**config.mk**
```make
export PLATFORM = sky130hd
export DESIGN_NAME = clock_enable_gen
export DESIGN_NICKNAME = d
export VERILOG_FILES = /design/src/rtl/clock_enable_pkg.sv /design/src/rtl/clock_enable_chan.sv /design/src/rtl/clock_enable_gen.sv
export SDC_FILE = /design/constraint.sdc
export NUM_CORES = 1
export LEC_CHECK = 0
export BUFFER_PORTS_ARGS = -buffer_cell sky130_fd_sc_hd__buf_2
export CORE_MARGIN = 5
export CORE_UTILIZATION = 40
export DETAILED_ROUTE_END_ITERATION = 8
export PLACE_DENSITY = 0.65
export SYNTH_ARGS = -nofsm -noshare
export SYNTH_HDL_FRONTEND = slang
export SYNTH_SLANG_ARGS = --single-unit
```
**constraint.sdc**
```tcl
create_clock -name clk -period 9.9 [get_ports clk]
set_input_delay 1.98 -clock clk [delete_from_list [all_inputs] [get_ports clk]]
set_output_delay 1.98 -clock clk [all_outputs]
set_load 0.01 [all_outputs]
```
**src/rtl/clock_enable_pkg.sv**
```systemverilog
// Shared types, constants and the window-end helper for clock_enable_gen.
package clock_enable_pkg;

    localparam int CNT_W_DEF = 16;

    // Width used by the end/full helper; callers cast their CNT_W values to it.
    localparam int CALC_W = 32;

    typedef enum logic {
        MODE_CONT    = 1'b0,
        MODE_ONESHOT = 1'b1
    } mode_e;

    typedef struct packed {
        logic [CALC_W-1:0] end_v;
        logic              full;
    } end_full_t;

    // End point of an enable window, wrapped into the period, plus a flag for
    // windows at least one full period wide (those never clear).
    function automatic end_full_t calc_end_full(
        input logic [CALC_W-1:0] phase,
        input logic [CALC_W-1:0] width,
        input logic [CALC_W-1:0] period
    );
        logic [CALC_W:0] sum;
        logic [CALC_W:0] span;
        end_full_t       r;
        sum    = {1'b0, phase} + {1'b0, width};
        span   = {1'b0, period} + {{CALC_W{1'b0}}, 1'b1};
        r.full = ({1'b0, width} >= span);
        if (sum > {1'b0, period}) begin
            sum = sum - span;
        end
        r.end_v = sum[CALC_W-1:0];
        return r;
    endfunction

endpackage

```
**src/rtl/clock_enable_chan.sv**
```systemverilog
// One enable channel: shadow phase/width/end/full and the registered enable.
module clock_enable_chan
    import clock_enable_pkg::*;
#(
    parameter int CNT_W = CNT_W_DEF
) (
    input  logic             clk_i,
    input  logic             reset_i,
    input  logic             apply_i,
    input  logic             kill_i,
    input  logic             step_i,
    input  logic [CNT_W-1:0] count_i,
    input  logic [CNT_W-1:0] phase_i,
    input  logic [CNT_W-1:0] width_i,
    input  logic [CNT_W-1:0] period_i,
    output logic             en_o
);

    logic [CNT_W-1:0] phase_q;
    logic [CNT_W-1:0] width_q;
    logic [CNT_W-1:0] end_q;
    logic             full_q;
    logic             en_q;
    end_full_t        ef;

    // Derived window end for the configuration being applied this cycle.
    always_comb begin
        ef = calc_end_full(CALC_W'(phase_i), CALC_W'(width_i), CALC_W'(period_i));
    end

    // Shadow load on apply; otherwise set/clear against the shared counter.
    always_ff @(posedge clk_i) begin
        if (reset_i) begin
            phase_q <= '0;
            width_q <= '0;
            end_q   <= '0;
            full_q  <= 1'b0;
            en_q    <= 1'b0;
        end else if (apply_i) begin
            phase_q <= phase_i;
            width_q <= width_i;
            end_q   <= CNT_W'(ef.end_v);
            full_q  <= ef.full;
            en_q    <= 1'b0;
        end else if (kill_i) begin
            en_q <= 1'b0;
        end else if (step_i) begin
            if (count_i == phase_q && width_q != '0) begin
                en_q <= 1'b1;
            end else if (count_i == end_q && !full_q) begin
                en_q <= 1'b0;
            end
        end
    end

    assign en_o = en_q;

endmodule

```
**src/rtl/clock_enable_gen.sv**
```systemverilog
// Multi-channel clock-enable generator: terminal counter, shadowed config
// applied on period boundaries, continuous or one-shot operation.
module clock_enable_gen
    import clock_enable_pkg::*;
#(
    parameter int CNT_W  = CNT_W_DEF,
    parameter int NUM_CH = 4
) (
    input  logic                    clk,
    input  logic                    reset,
    input  logic                    run,
    input  logic                    oneshot,
    input  logic                    cfg_load,
    input  logic [CNT_W-1:0]        cfg_period,
    input  logic [NUM_CH*CNT_W-1:0] ch_phase,
    input  logic [NUM_CH*CNT_W-1:0] ch_width,
    output logic [NUM_CH-1:0]       clock_en,
    output logic                    tick,
    output logic [CNT_W-1:0]        count,
    output logic                    busy,
    output logic                    cfg_pending
);

    logic [CNT_W-1:0]        count_q,       count_d;
    logic [CNT_W-1:0]        period_q,      period_d;
    mode_e                   mode_q,        mode_d;
    logic                    done_q,        done_d;
    logic                    tick_q,        tick_d;
    logic                    busy_q,        busy_d;
    logic                    pend_q,        pend_d;
    logic [CNT_W-1:0]        pend_period_q, pend_period_d;
    mode_e                   pend_mode_q,   pend_mode_d;
    logic [NUM_CH*CNT_W-1:0] pend_phase_q,  pend_phase_d;
    logic [NUM_CH*CNT_W-1:0] pend_width_q,  pend_width_d;

    logic                    counting;
    logic                    wrap;
    logic                    os_end;
    logic                    use_pend;
    logic                    apply;
    logic                    capture;
    logic                    kill;
    logic [CNT_W-1:0]        src_period;
    mode_e                   src_mode;
    logic [NUM_CH*CNT_W-1:0] src_phase;
    logic [NUM_CH*CNT_W-1:0] src_width;

    // Event decode and next-state for counter, mode, pending and apply.
    always_comb begin
        counting   = run && !done_q;
        wrap       = counting && (count_q == period_q);
        os_end     = wrap && (mode_q == MODE_ONESHOT);
        // A load on the wrap edge itself wins over an older pending config.
        use_pend   = wrap && !cfg_load && pend_q;
        apply      = (cfg_load && !counting) || (wrap && cfg_load) || use_pend;
        capture    = cfg_load && counting && !wrap;
        kill       = !run || os_end;

        src_period = use_pend ? pend_period_q : cfg_period;
        src_mode   = use_pend ? pend_mode_q   : mode_e'(oneshot);
        src_phase  = use_pend ? pend_phase_q  : ch_phase;
        src_width  = use_pend ? pend_width_q  : ch_width;

        count_d    = (counting && !wrap) ? count_q + CNT_W'(1) : '0;
        done_d     = run && (done_q || os_end);
        tick_d     = wrap;
        busy_d     = counting && !os_end;
        pend_d     = apply ? 1'b0 : (capture ? 1'b1 : pend_q);

        period_d   = apply ? src_period : period_q;
        mode_d     = apply ? src_mode   : mode_q;

        pend_period_d = capture ? cfg_period       : pend_period_q;
        pend_mode_d   = capture ? mode_e'(oneshot) : pend_mode_q;
        pend_phase_d  = capture ? ch_phase         : pend_phase_q;
        pend_width_d  = capture ? ch_width         : pend_width_q;
    end

    // State registers; reset also discards any pending configuration.
    always_ff @(posedge clk) begin
        if (reset) begin
            count_q       <= '0;
            period_q      <= '0;
            mode_q        <= MODE_CONT;
            done_q        <= 1'b0;
            tick_q        <= 1'b0;
            busy_q        <= 1'b0;
            pend_q        <= 1'b0;
            pend_period_q <= '0;
            pend_mode_q   <= MODE_CONT;
            pend_phase_q  <= '0;
            pend_width_q  <= '0;
        end else begin
            count_q       <= count_d;
            period_q      <= period_d;
            mode_q        <= mode_d;
            done_q        <= done_d;
            tick_q        <= tick_d;
            busy_q        <= busy_d;
            pend_q        <= pend_d;
            pend_period_q <= pend_period_d;
            pend_mode_q   <= pend_mode_d;
            pend_phase_q  <= pend_phase_d;
            pend_width_q  <= pend_width_d;
        end
    end

    for (genvar i = 0; i < NUM_CH; i++) begin : g_chan
        clock_enable_chan #(.CNT_W(CNT_W)) u_chan (
            .clk_i    (clk),
            .reset_i  (reset),
            .apply_i  (apply),
            .kill_i   (kill),
            .step_i   (counting),
            .count_i  (count_q),
            .phase_i  (src_phase[i*CNT_W +: CNT_W]),
            .width_i  (src_width[i*CNT_W +: CNT_W]),
            .period_i (src_period),
            .en_o     (clock_en[i])
        );
    end

    assign tick        = tick_q;
    assign count       = count_q;
    assign busy        = busy_q;
    assign cfg_pending = pend_q;

endmodule

```
-- Yosys cells after proc, flatten, opt, wreduce, memory -nomap -nowiden
Index checks and enable logic that the tools add are counted.
- RAM bits: 0
- bits in read-only memories: 0
- latch bits: 0
- input port bits: 149
- flip-flop bits (word level): 382
- word-level logic and storage cells: 124
- memories: 0
- div/mod/pow operators: 0
- multiply operators: 0
- bitwise operators: 1
- magnitude comparators: 8
- multiplexer cells: 16
- reductions and logical operators: 49
- add/subtract/negate cells: 10
- eq/ne operators: 9
- shift operators: 0
- operators with widths (operator ; number):
    16-bit equality test ; 9
    64-bit 2-to-1 mux ; 2
    16-bit 2-to-1 mux ; 5
    16-bit by 16-bit adder with 17-bit output ; 4
    16-bit by 17-bit >= comparator with 1-bit output ; 4
    17-bit by 16-bit greater-than comparator with 1-bit output ; 4
    16-bit nonzero test ; 4
    16-bit subtractor ; 4
    1-bit logical AND ; 20
    16-bit by 1-bit adder with 17-bit output (second input constant) ; 1
    16-bit by 1-bit adder with 16-bit output (second input constant) ; 1
    1-bit logical NOT ; 10
    1-bit 2-to-1 mux ; 9
    2-bit AND reduction ; 4
    2-bit nonzero test ; 4
    1-bit logical OR ; 4
    2-bit OR reduction ; 2
    3-bit OR reduction ; 1
    1-bit NOT ; 1

-- Depth between registers and ports, before layout
- word-level depth: 9
- gate-level depth with buffers: 36
- depth with buffers taken out: 28

-- By module
From an unflattened synthesis, not the netlist that was laid out.
- cell total of the unflattened synthesis: 3157
- area, all modules: 26979.6 um^2
- modules (own cells, without submodules) (module ; instances ; cells each ; area each (um^2) ; sequential area each (um^2)):
    clock_enable_chan at g_chan[1].u_chan ... ; 2 ; 542 ; 4615.7 ; 1001.0
    clock_enable_gen ; 1 ; 940 ; 8255.4 ; 3643.5
    clock_enable_chan at g_chan[0].u_chan ; 1 ; 564 ; 4763.3 ; 1001.0
    clock_enable_chan at g_chan[3].u_chan ; 1 ; 569 ; 4729.5 ; 1001.0

-- Least setup slack after synthesis
OpenSTA, ideal clock, no wires.
- path type: input-to-reg
- start: input port run
- end: register g_chan[3].u_chan.end_q[7]
- data required time: 9.783 ns
- setup time: 0.117 ns
- arrival: 8.154 ns
- cell stages on the path: 31
- slack: 1.629 ns
- cell sequence: nor2b_1 -> nand2_1 -> nor2_2 -> nand2_8 -> buf_12 -> buf_4 -> buf_1 -> buf_1 -> mux2i_1 -> inv_1 -> ha_1 -> inv_1 -> fa_1 -> o311ai_0 -> o21ai_0 -> o21ai_1 -> a21oi_2 -> o41ai_4 -> a221oi_2 -> o21ai_1 -> a21o_1 -> a21oi_1 -> xnor2_1 -> ha_1 -> a21o_1 -> a211o_1 -> nor3_1 -> a21boi_0 -> o31a_1 -> or3_1 -> a32o_1
- longest elaborated chain between the ends: 8
- RTL lines (element ; RTL line ; text):
    start, declared ; clock_enable_gen.sv:11 ; input logic run,
    1-bit logical AND * ; clock_enable_gen.sv:50 ; counting = run && !done_q;
    1-bit logical AND * ; clock_enable_gen.sv:51 ; wrap = counting && (count_q == period_q);
    1-bit logical AND * (2 in a row) ; clock_enable_gen.sv:54 ; use_pend = wrap && !cfg_load && pend_q;
    64-bit 2-to-1 mux * ; clock_enable_gen.sv:62 ; src_width = use_pend ? pend_width_q : ch_width;
    named net g_chan[3].u_chan.width_i[0] ; clock_enable_chan.sv:14 ; input logic [CNT_W-1:0] width_i,
    16-bit by 16-bit adder with 17-bit output * ; clock_enable_pkg.sv:29 ; sum = {1'b0, phase} + {1'b0, width};
    16-bit subtractor / 17-bit by 16-bit greater-than comparator with 1-bit output (equally long branches) ; clock_enable_pkg.sv:33, clock_enable_pkg.sv:32 ;
    16-bit 2-to-1 mux * ; clock_enable_pkg.sv:32 ; if (sum > {1'b0, period}) begin
    end signal, assigned ; clock_enable_chan.sv:42 ; end_q <= CNT_W'(ef.end_v);
    end, declared ; clock_enable_chan.sv:21 ; logic [CNT_W-1:0] end_q;
The timed path passes the listed nets; every way through them passes the cells marked *.
A chain may end at the register's enable or synchronous reset.

-- Final worst setup path
- start: input port run
- end: register g_chan[1].u_chan.end_q[0]
- longest elaborated chain between the ends: 8
- RTL lines (element ; RTL line ; text):
    1-bit logical AND * ; clock_enable_gen.sv:50 ;
    1-bit logical AND * ; clock_enable_gen.sv:51 ;
    1-bit logical AND * (2 in a row) ; clock_enable_gen.sv:54 ;
    64-bit 2-to-1 mux * ; clock_enable_gen.sv:61 ; src_phase = use_pend ? pend_phase_q : ch_phase;
    named net g_chan[1].u_chan.phase_i[0] ; clock_enable_chan.sv:13 ; input logic [CNT_W-1:0] phase_i,
    16-bit by 16-bit adder with 17-bit output * ; clock_enable_pkg.sv:29 ;
    16-bit subtractor / 17-bit by 16-bit greater-than comparator with 1-bit output (equally long branches) ; clock_enable_pkg.sv:33, clock_enable_pkg.sv:32 ;
    16-bit 2-to-1 mux * ; clock_enable_pkg.sv:32 ;
    end signal, assigned ; clock_enable_chan.sv:42 ;
    end, declared ; clock_enable_chan.sv:21 ;
Marks and branches as above.

==> impl_metrics.csv <==
group,metric,value,unit
die,io_pins,172,
sta,timing.max_slew.rel_slack,0.01827,
synth,yosys_most_used_dff,"sky130_fd_sc_hd__dfxtp_1",
grt,first_global_vias,23070,
sta,grt_setup_unrepaired,"no",
sta,finalCriticalPeriod,8.179,ns
synth,netlist_instances,3440,
synth,muxShareOfSynthArea,0.02720,
detailed_routing,dr.pass1.iters,5,
synth,main_combinational_cell_family_by_area_after_synthesis,"simple AND/OR/NAND/NOR gates",
synth,yosysUniqueCellTypes,94,
synth,synth_seq_area_share,0.2932,
worst_setup_path,setup.worst_path.start_class,"input port",
detailed_routing,via_per_inst,5.566,
placed_design,post-place-cells,4350,
die,die_span_y,265.4,um
die,dieWidth,265.4,um
finish,finish.utilization,0.4523,
grt,track_usage,0.2500,
worst_setup_path,required,10.39,ns
pwr,leakage_component_of_the_power,13.21,nW
clock_network,postCtsResizedCells,0,
clock_network,cts-root-buf,"sky130_fd_sc_hd__clkbuf_16",
sta,timing_hold_violations_final,0,
status,run_status,"complete, no violations",
clock_network,postCtsSetupRepairBufs,0,
die,placeable_core_region,64580,um2
finish,nets,3946,
clock_network,total_number_of_clock_tree_sinks,382,
detailed_routing,ant_nets,0,
synth,synth-xor-area-share,0.09642,
clock_network,cts_max_path_buffers,3,
sta,setup_total_negative_slack,0,ns
finish,finish.instance_area,29210,um2
grt,overflow,0,
synth,synth_enable_flop_cells,0,
finish,layout-drive-gt1-share,0.09818,
detailed_routing,detail_route.drc_violations,0,
synth,synth_adder_area_share,0.1265,
synth,synth_compound_gate_area_share,0.1592,
clock_network,clock_tree.htree_level_count,2,
finish,area_delta_synth_final,11.97,%
sta,final_max_slew_viol_count,0,
pwr,comb_power_share,0.322,
clock_network,clock_insertion_delay_worst_skew,0.59,ns
detailed_routing,average_wire_per_standard_cell,20.75,um
synth,synth_area_per_cell,7.582,um2
synth,yosys_warnings,0,
clock_network,cts_tree,"built",
sta,clock-skew-final,0.02355,ns
clock_network,clkSlewWorstSetupHoldPaths,0.06,ns
worst_setup_path,critPathKind,"in -> reg",
pwr,internal_power,0.003246,W
worst_hold_path,hold-path-cell-count,2,
placed_design,placement.cell_area,27810,um2
detailed_routing,drt_iter0_markers,2330,
worst_setup_path,ff2ff_path_depth,28,
pwr,peakVddDrop,0.09652,mV
finish,layoutNonFillerInstCount,4431,
worst_setup_path,timing.critical_path.arrival,8.67,ns
pwr,switching_share,0.3503,
detailed_routing,drt-total-wl,91940,um
detailed_routing,total_vias_in_the_final_route,24670,
die,overall_die_area,70420,um2
placed_design,routabilityCongestion,0.9397,
pwr,power.density_cell_area,171.0,nW/um2
run,max_cap_viol_count,0,
synth,mappedNetlistArea,26080,um2
worst_setup_path,critical_path.endpoint_type,"flop",
placed_design,port_buffers,171,
pwr,power_frac_seq,0.349,
pwr,total_switching_power,0.001750,W
synth,total_nets_after_synthesis,3844,
sta,finalSetupViolations,0,
synth,post_synth_arst_share,0,
clock_network,cts.hold.buffers_added,0,
sta,max_clock_freq,0.1223,GHz
clock_network,tritoncts.num_buffers,45,
placed_design,place_hpwl,64420,um
worst_hold_path,min_path_type,"reg -> reg",
worst_setup_path,crit_path_max_fanout,121,
grt,grt_start_max_net_pins,178,
grt,antenna_violations_before_repair,3,
sta,worst_slew_pin_slew,1.462,ns
grt,grt_pass1_wl,138200,um
synth,synthSimpleGateAreaFrac,0.2564,
synth,ys_seq_elements,382,
sta,min_period_over_period,0.8262,
pwr,clockPowerShare,0.328,
die,rows,93,
die,initial_utilization,0.4039,
-- worst max-delay path: stages --
cell and delay (ns):
sky130_fd_sc_hd__buf_2 0.13, sky130_fd_sc_hd__nor2b_1 0.23, sky130_fd_sc_hd__nand2_1 0.10, sky130_fd_sc_hd__or2_2 0.55, sky130_fd_sc_hd__nor2_4 0.21, sky130_fd_sc_hd__buf_12 0.37
sky130_fd_sc_hd__nand2_1 0.11, sky130_fd_sc_hd__nand2_1 0.13, sky130_fd_sc_hd__ha_1 0.18, sky130_fd_sc_hd__inv_1 0.06, sky130_fd_sc_hd__fa_1 0.46, sky130_fd_sc_hd__nand2b_1 0.16
sky130_fd_sc_hd__o31ai_1 0.40, sky130_fd_sc_hd__a221oi_2 0.17, sky130_fd_sc_hd__o211ai_1 0.25, sky130_fd_sc_hd__a31oi_1 0.18, sky130_fd_sc_hd__o21ai_0 0.24, sky130_fd_sc_hd__xor2_1 0.35
sky130_fd_sc_hd__ha_1 0.31, sky130_fd_sc_hd__o21ai_0 0.08, sky130_fd_sc_hd__a21oi_1 0.06, sky130_fd_sc_hd__o31ai_1 0.74, sky130_fd_sc_hd__nand2_4 0.31, sky130_fd_sc_hd__mux2_1 0.40
sky130_fd_sc_hd__a211oi_1 0.21
-- layer usage --
| layer | global-route usage | wire length, um |
|---|---|---|
| met5 | 0 | 0 |
| met4 | 0.08238 | 3389 |
| met3 | 0.05994 | 8715 |
| met2 | 0.3880 | 39860 |
| met1 | 0.3435 | 39980 |
-- area by class of cell --
type | count | area [um2]
repair buffers | 237 | 1399
diodes | 1 | 2.502
multi-input cells | 2799 | 17410
clock buffers | 63 | 1214
clock inverters | 17 | 180.2
fillers | 6540 | 35370
flip-flops and latches | 382 | 7647
inverters | 77 | 289.0
well taps | 855 | 1070
-- cells by family after synthesis --
kind of cell / after synthesis
buffers and inverters: 259
xor gates and xnor gates: 285
muxes: 70
and+or+nand+nor: 1547
adders and majority gates: 260
AOI/OAI and AO/OA: 637
DFF: 382
-- registers in the layout, indices dropped and copies added (netlist names) --
name / flops
busy: 1
cfg_pending: 1
count: 16
done_q: 1
g_chan.u_chan.en_o: 4
g_chan.u_chan.end_q: 64
g_chan.u_chan.full_q: 4
g_chan.u_chan.phase_q: 64
g_chan.u_chan.width_q: 64
mode_q: 1
pend_mode_q: 1
pend_period_q: 16
pend_phase_q: 64
pend_width_q: 64
period_q: 16
tick: 1
-- cells in the mapped netlist (18+ instances only) --
cell / n / area (um2)
sky130_fd_sc_hd__a211oi_1: 70 / 525.5
sky130_fd_sc_hd__a21o_1: 42 / 315.3
sky130_fd_sc_hd__a21oi_1: 248 / 1241
sky130_fd_sc_hd__buf_1: 31 / 116.4
sky130_fd_sc_hd__clkbuf_1: 131 / 491.7
sky130_fd_sc_hd__dfxtp_1: 382 / 7647
sky130_fd_sc_hd__ha_1: 247 / 3090
sky130_fd_sc_hd__inv_1: 76 / 285.3
sky130_fd_sc_hd__mux2i_1: 67 / 670.6
sky130_fd_sc_hd__nand2_1: 736 / 2763
sky130_fd_sc_hd__nand2b_1: 18 / 112.6
sky130_fd_sc_hd__nand3_1: 41 / 205.2
sky130_fd_sc_hd__nand4_1: 52 / 325.3
sky130_fd_sc_hd__nor2_1: 392 / 1471
sky130_fd_sc_hd__nor2b_1: 31 / 193.9
sky130_fd_sc_hd__nor3_1: 166 / 830.8
sky130_fd_sc_hd__nor4_1: 44 / 275.3
sky130_fd_sc_hd__o21a_1: 31 / 232.7
sky130_fd_sc_hd__o21ai_0: 73 / 365.4
sky130_fd_sc_hd__xnor2_1: 110 / 963.4
sky130_fd_sc_hd__xor2_1: 174 / 1524
-- layout by cell type (no fill, tap or decap), types with 16 or more instances in the layout --
master,netlist,layout
sky130_fd_sc_hd__a211oi_1,70,70
sky130_fd_sc_hd__a21boi_0,16,16
sky130_fd_sc_hd__a21o_1,42,42
sky130_fd_sc_hd__a21oi_1,248,248
sky130_fd_sc_hd__buf_2,5,170
sky130_fd_sc_hd__buf_4,8,63
sky130_fd_sc_hd__clkbuf_1,131,16
sky130_fd_sc_hd__clkbuf_16,0,45
sky130_fd_sc_hd__dfxtp_1,382,382
sky130_fd_sc_hd__ha_1,247,247
sky130_fd_sc_hd__inv_1,76,76
sky130_fd_sc_hd__mux2i_1,67,66
sky130_fd_sc_hd__nand2_1,736,735
sky130_fd_sc_hd__nand2b_1,18,18
sky130_fd_sc_hd__nand3_1,41,41
sky130_fd_sc_hd__nand4_1,52,52
sky130_fd_sc_hd__nor2_1,392,388
sky130_fd_sc_hd__nor2b_1,31,31
sky130_fd_sc_hd__nor3_1,166,166
sky130_fd_sc_hd__nor4_1,44,44
sky130_fd_sc_hd__o21a_1,31,31
sky130_fd_sc_hd__o21ai_0,73,73
sky130_fd_sc_hd__o21ai_1,16,16
sky130_fd_sc_hd__or3_1,16,16
sky130_fd_sc_hd__xnor2_1,110,110
sky130_fd_sc_hd__xor2_1,174,174
-- metrics by stage --
| stage | setup WS, ns | hold WS, ns | total power, W |
|---|---|---|---|
| 2_1_floorplan | 1.629 | 0.4265 | 0.002942 |
| 3_3_place_gp | 1.318 | 0.4415 | 0.003337 |
| 3_5_place_dp | 1.289 | 0.4465 | 0.003353 |
| 4_1_cts | 1.907 | 0.4546 | 0.004996 |
| 5_1_grt | 1.418 | 0.4668 | 0.005269 |
| 6_report | 1.721 | 0.4517 | 0.004996 |
-- power by group through the flow --
stage / clock (W) / combinational (W) / sequential, W
4_1_cts: 0.00167 / 0.00158 / 0.00174
3_5_place_dp: 0 / 0.00158 / 0.00178
3_3_place_gp: 0 / 0.00156 / 0.00177
5_1_grt: 0.00173 / 0.00178 / 0.00176
6_report: 0.00164 / 0.00161 / 0.00175
2_1_floorplan: 0 / 0.00119 / 0.00176
-- path summary, 6_finish.rpt --
| check | from | end | slack [ns] |
|---|---|---|---|
| hold / removal | pend_phase_q[2] | pend_phase_q[2] | 0.45 |
| setup / recovery | run | g_chan[1].u_chan.end_q[0] | 1.72 |
| setup reg to reg | count[13] | g_chan[3].u_chan.end_q[7] | 2.35 |
| hold reg to reg | pend_phase_q[2] | pend_phase_q[2] | 0.45 |
No activity file was read; power rests on OpenSTA's default activity.
